<file path="src/rtl/wb_port_arbiter_pkg.sv">
// Shared definitions for the writeback port arbiter: source encodings and
// the width of the source-1 starvation counter.
package wb_port_arbiter_pkg;

    localparam logic SRC_ALU = 1'b0;
    localparam logic SRC_LSU = 1'b1;

    // Bits needed to count 0..starve_max inclusive (never less than 1).
    function automatic int starve_cnt_w(input int starve_max);
        return (starve_max < 1) ? 1 : $clog2(starve_max + 1);
    endfunction

endpackage

</file>
<file path="src/rtl/wb_out_reg.sv">
// Load-enabled register with asynchronous active-high reset to zero.
module wb_out_reg #(
    parameter int W = 8
) (
    input  logic         clk,
    input  logic         rst,
    input  logic         ld_en,
    input  logic [W-1:0] d,
    output logic [W-1:0] q
);

    // Capture d only when ld_en is set; otherwise keep the last value.
    always_ff @(posedge clk or posedge rst) begin
        if (rst) begin
            q <= '0;
        end else if (ld_en) begin
            q <= d;
        end
    end

endmodule

</file>
<file path="src/rtl/wb_port_arbiter.sv">
// Arbitrates the single register-file write port between the ALU result
// path (source 0) and the LSU/MDU result path (source 1). The ALU wins by
// default; source 1 is promoted once it has lost STARVE_MAX cycles while
// valid. The winner is registered and drives the register file next cycle.
module wb_port_arbiter
    import wb_port_arbiter_pkg::*;
#(
    parameter int DW         = 32,
    parameter int AW         = 5,
    parameter int STARVE_MAX = 3
) (
    input  logic          clk,
    input  logic          rst,
    input  logic          hold,
    input  logic          s0_valid,
    output logic          s0_ready,
    input  logic [AW-1:0] s0_rd,
    input  logic [DW-1:0] s0_data,
    input  logic          s1_valid,
    output logic          s1_ready,
    input  logic [AW-1:0] s1_rd,
    input  logic [DW-1:0] s1_data,
    output logic          rf_we,
    output logic [AW-1:0] rf_waddr,
    output logic [DW-1:0] rf_wdata,
    output logic          rf_wsrc,
    output logic          starved
);

    localparam int            CW      = starve_cnt_w(STARVE_MAX);
    localparam logic [CW-1:0] CNT_MAX = CW'(STARVE_MAX);
    localparam int            OW      = AW + DW + 1;

    logic [CW-1:0] starve_cnt;
    logic [CW-1:0] starve_cnt_nxt;

    logic          xfer_p0;
    logic          win_p0;
    logic [AW-1:0] rd_p0;
    logic [DW-1:0] data_p0;
    logic [OW-1:0] out_q_p1;

    // Grant selection, winner mux and next starvation count.
    always_comb begin
        starved        = (starve_cnt == CNT_MAX);
        s1_ready       = !hold && s1_valid && (!s0_valid || starved);
        s0_ready       = !hold && s0_valid && !(s1_valid && starved);
        xfer_p0        = s0_ready || s1_ready;
        win_p0         = s1_ready ? SRC_LSU : SRC_ALU;
        rd_p0          = s1_ready ? s1_rd   : s0_rd;
        data_p0        = s1_ready ? s1_data : s0_data;
        starve_cnt_nxt = starve_cnt;
        if (s1_ready) begin
            starve_cnt_nxt = '0;
        end else if (s1_valid && (starve_cnt != CNT_MAX)) begin
            // Losing cycles count even while held downstream.
            starve_cnt_nxt = starve_cnt + 1'b1;
        end
    end

    // Starvation counter register.
    always_ff @(posedge clk or posedge rst) begin
        if (rst) begin
            starve_cnt <= '0;
        end else begin
            starve_cnt <= starve_cnt_nxt;
        end
    end

    // ---- stage p0 -> p1: registered write port ----

    // Write enable reloads every cycle; writes to x0 are accepted but dropped.
    always_ff @(posedge clk or posedge rst) begin
        if (rst) begin
            rf_we <= 1'b0;
        end else begin
            rf_we <= xfer_p0 && (rd_p0 != '0);
        end
    end

    wb_out_reg #(
        .W (OW)
    ) u_out_reg (
        .clk   (clk),
        .rst   (rst),
        .ld_en (xfer_p0),
        .d     ({rd_p0, data_p0, win_p0}),
        .q     (out_q_p1)
    );

    assign {rf_waddr, rf_wdata, rf_wsrc} = out_q_p1;

endmodule

</file>
<file path="config.mk">
export PLATFORM = sky130hd
export DESIGN_NAME = wb_port_arbiter
export DESIGN_NICKNAME = d
export VERILOG_FILES = /design/src/rtl/wb_port_arbiter_pkg.sv /design/src/rtl/wb_out_reg.sv /design/src/rtl/wb_port_arbiter.sv
export SDC_FILE = /design/constraint.sdc
export NUM_CORES = 1
export LEC_CHECK = 0
export ABC_AREA = 1
export BUFFER_PORTS_ARGS = -buffer_cell sky130_fd_sc_hd__buf_2
export CORE_ASPECT_RATIO = 1.75
export CORE_UTILIZATION = 46
export DETAILED_ROUTE_END_ITERATION = 10
export PLACE_DENSITY = 0.85
export SLEW_MARGIN = 10
export SYNTH_ARGS = -nofsm -noshare
export SYNTH_HDL_FRONTEND = slang
export SYNTH_SLANG_ARGS = --single-unit
</file>
<file path="constraint.sdc">
create_clock -name clk -period 3.41 [get_ports clk]
set_input_delay 0.341 -clock clk [delete_from_list [all_inputs] [get_ports clk]]
set_output_delay 0.341 -clock clk [all_outputs]
set_load 0.01 [all_outputs]
</file>
==> results by group <==
Outcome
  • Status: finished, final reports clean

Place
  • Area after DPL: 2525 um2
  • IO Port Bufs: 120
  • Hpwl dp: 3.712 mm
  • DP Worst Slack: 1210 ps
  • Routability cong.: 0.8790

Yosys
  • Post-synth top area cell: dfrtp_1
  • Ys Warns: 0
  • Synth area leaders: dfrtp_1 52%, nand2_1 15%, a31oi_1 11%
  • Yosys top cell area share: 51.83%
  • Mapped Area: 1979 um2
  • Post-synthesis cell type count: 18
  • Syn_nets: 315
  • Sequential area share after synthesis: 51.83%
  • Yosys reg bits: 41
  • Synthesized area per cell: 8.423 um2
  • Syn Inst Count: 235

Clock network
  • Setup bufs post-CTS: 0
  • CTS tree: yes
  • Cts repair resizes: 0
  • H-Tree Depth: 2
  • Clk slew on worst S/H paths: 80 ps
  • Clock buffer depth: 2
  • Num CTS Buffers: 5
  • Root buffer cell: clkbuf_8
  • # hold bufs at CTS: 0
  • Clk Latency, worst-skew pair: 290 ps
  • Clock sink total: 41

Global route
  • Remaining global-route overflow: 0
  • Antenna violations before repair: 0
  • Vias in the first global route: 1755
  • Largest net degree at the start of global routing: 42
  • Gr usage total: 22.04%
  • Global-route wire length before repair: 7.486 mm

Worst setup path
  • Arr. time, crit path: 2160 ps
  • Reg-to-Reg End: rf_we
  • Startpoint types: flip-flop
  • WS Path Type: reg -> out
  • Critical path origin: starve_cnt[0]
  • Critical path data required time: 3070 ps
  • Capture point of the worst path: s1_ready
  • CP endpoint kind: primary output
  • FF-to-FF path depth: 9
  • Crit-path max FO: 41
  • Critical R2R Launch: starve_cnt[0]
  • R2r setup slk: 1310 ps

Power and ir drop
  • Leak: 1.380 nW
  • Switching Share: 30.35%
  • Combinational share of power: 27.1%
  • Internal power: 0.9717 mW
  • Net switching power: 0.4234 mW
  • Clk pwr share: 28.6%
  • Seq pwr share: 44.3%
  • Pwr dens: 528.2 nW/um2
  • Total power: 1.395 mW
  • Worst vdd ir: 0.3471 mV

STA
  • Final Skew: 5.114 ps
  • RSZ-0062 raised after global routing: no
  • Final number of hold-violating endpoints: 0
  • Setup Viol. Count Final: 0
  • Final cycle utilization of the critical path: 73.40%
  • Final max-slew violation count: 0
  • Max_slew headroom: 48.54%
  • Total Negative Setup Slacks: 0 ps
  • Final WS setup: 906.9 ps
  • Fmax: 399.5 MHz
  • Period minus WS final: 2503 ps
  • Least-Margin Pin Slew: 769.1 ps

Cells and area
  • Design Area, Final: 2641 um2
  • Diode count: 0
  • Layout Utilization: 64.24%
  • Fin nets: 430
  • Syn-to-layout area delta: 33.44%
  • Most frequent cells in the layout: 120 x buf_2, 80 x nand2_1, 41 x dfrtp_1
  • Most common cell after layout, fill and taps aside: buf_2
  • Proportion of layout cells with a drive suffix above 1: 38.75%

Die
  • Initial Utilization: 48.14%
  • Die Height: 88.78 um
  • Core area: 4111 um2
  • Boundary pin count: 121
  • Die area: 4579 um2
  • FP Rows: 31
  • Die W: 51.59 um

Routing
  • WL met2: 2.679 mm
  • Vias per inst: 5.120
  • Met3 routed WL: 311 um
  • Wire length on met1: 1.836 mm
  • Antenna-violating nets left: 0
  • Final wirelength: 5.039 mm
  • Routed len/inst: 12.60 um
  • Routed vias: 2048
  • First-pass detailed-route iteration total: 6
  • DRT iter0 DRCs: 57
  • Remaining DRCs: 0
  • DR top layer: met4

Worst hold path
  • Worst hold path type: in -> async

Run
  • Max_cap viols: 0
-- power by group through the flow --
stage,clock (mW),combinational (mW),sequential (mW)
finish,0.399,0.378,0.618
global route,0.426,0.424,0.629
CTS,0.410,0.381,0.619
detailed placement,0,0.381,0.628
global placement,0,0.373,0.624
floorplan,0,0.200,0.661
-- area by class of cell --
type                            count  area [um2]
Sequential cell                    41        1026
Multi-Input combinational cell    172       788.3
Clock buffer                        7       86.33
Clock inverter                      1       30.03
Tap cell                           49       61.31
Fill cell                         391        1470
Inverter                            7       26.28
Timing Repair Buffer              123       623.1
-- synth_stat cells (all sizes together) --
cell,n
clkbuf,1
a31oi,36
nand3,5
inv,7
buf,14
nand2,82
o21ai,3
dfrtp,41
a21oi,4
nor2,41
ha,1
-- metal layers --
layer  track usage [%]  up-vias
li1                  -     1004
met1             23.59      931
met2             38.02       93
met3             4.811       20
met4             14.50        0
met5                 0        -
-- through the flow --
step           hold slack, ps  cells
5_1_grt                 198.0    400
6_report                151.8    400
3_5_place_dp            474.1    392
3_3_place_gp            459.4    392
2_1_floorplan           447.2    235
4_1_cts                 170.4    400
-- cell families (layout without fill, tap and decap cells) --
| group | Yosys count | after routing | synth area share, % |
|---|---|---|---|
| compound gates | 43 | 43 | 13.34 |
| fa+ha+maj | 1 | 1 | 0.6320 |
| buf+inv | 22 | 138 | 8.723 |
| flops | 41 | 41 | 51.83 |
| simple gates | 128 | 128 | 25.47 |
-- worst min-delay path by stage --
stage | startpoint | endpoint | slack (ps)
2_1_floorplan | starve_cnt[0] | starve_cnt[0] | 450
5_1_grt | rst | u_out_reg.q[4] | 200
3_5_place_dp | starve_cnt[0] | starve_cnt[0] | 470
4_1_cts | rst | u_out_reg.q[4] | 170
3_3_place_gp | starve_cnt[0] | starve_cnt[0] | 460
6_report | rst | u_out_reg.q[4] | 150
-- worst max-delay path, cell delays in order, from the launching register on --
cell and delay, ps:
dfrtp_1 370, ha_1 220, inv_1 60, nand2_1 170, nand2_4 280, inv_2 530, buf_2 230
-- registers in the layout, summed over array words and instances, names as in the netlist --
register     count
rf_we            1
starve_cnt       2
u_out_reg.q     38
Power figures use the tool's default switching activity.
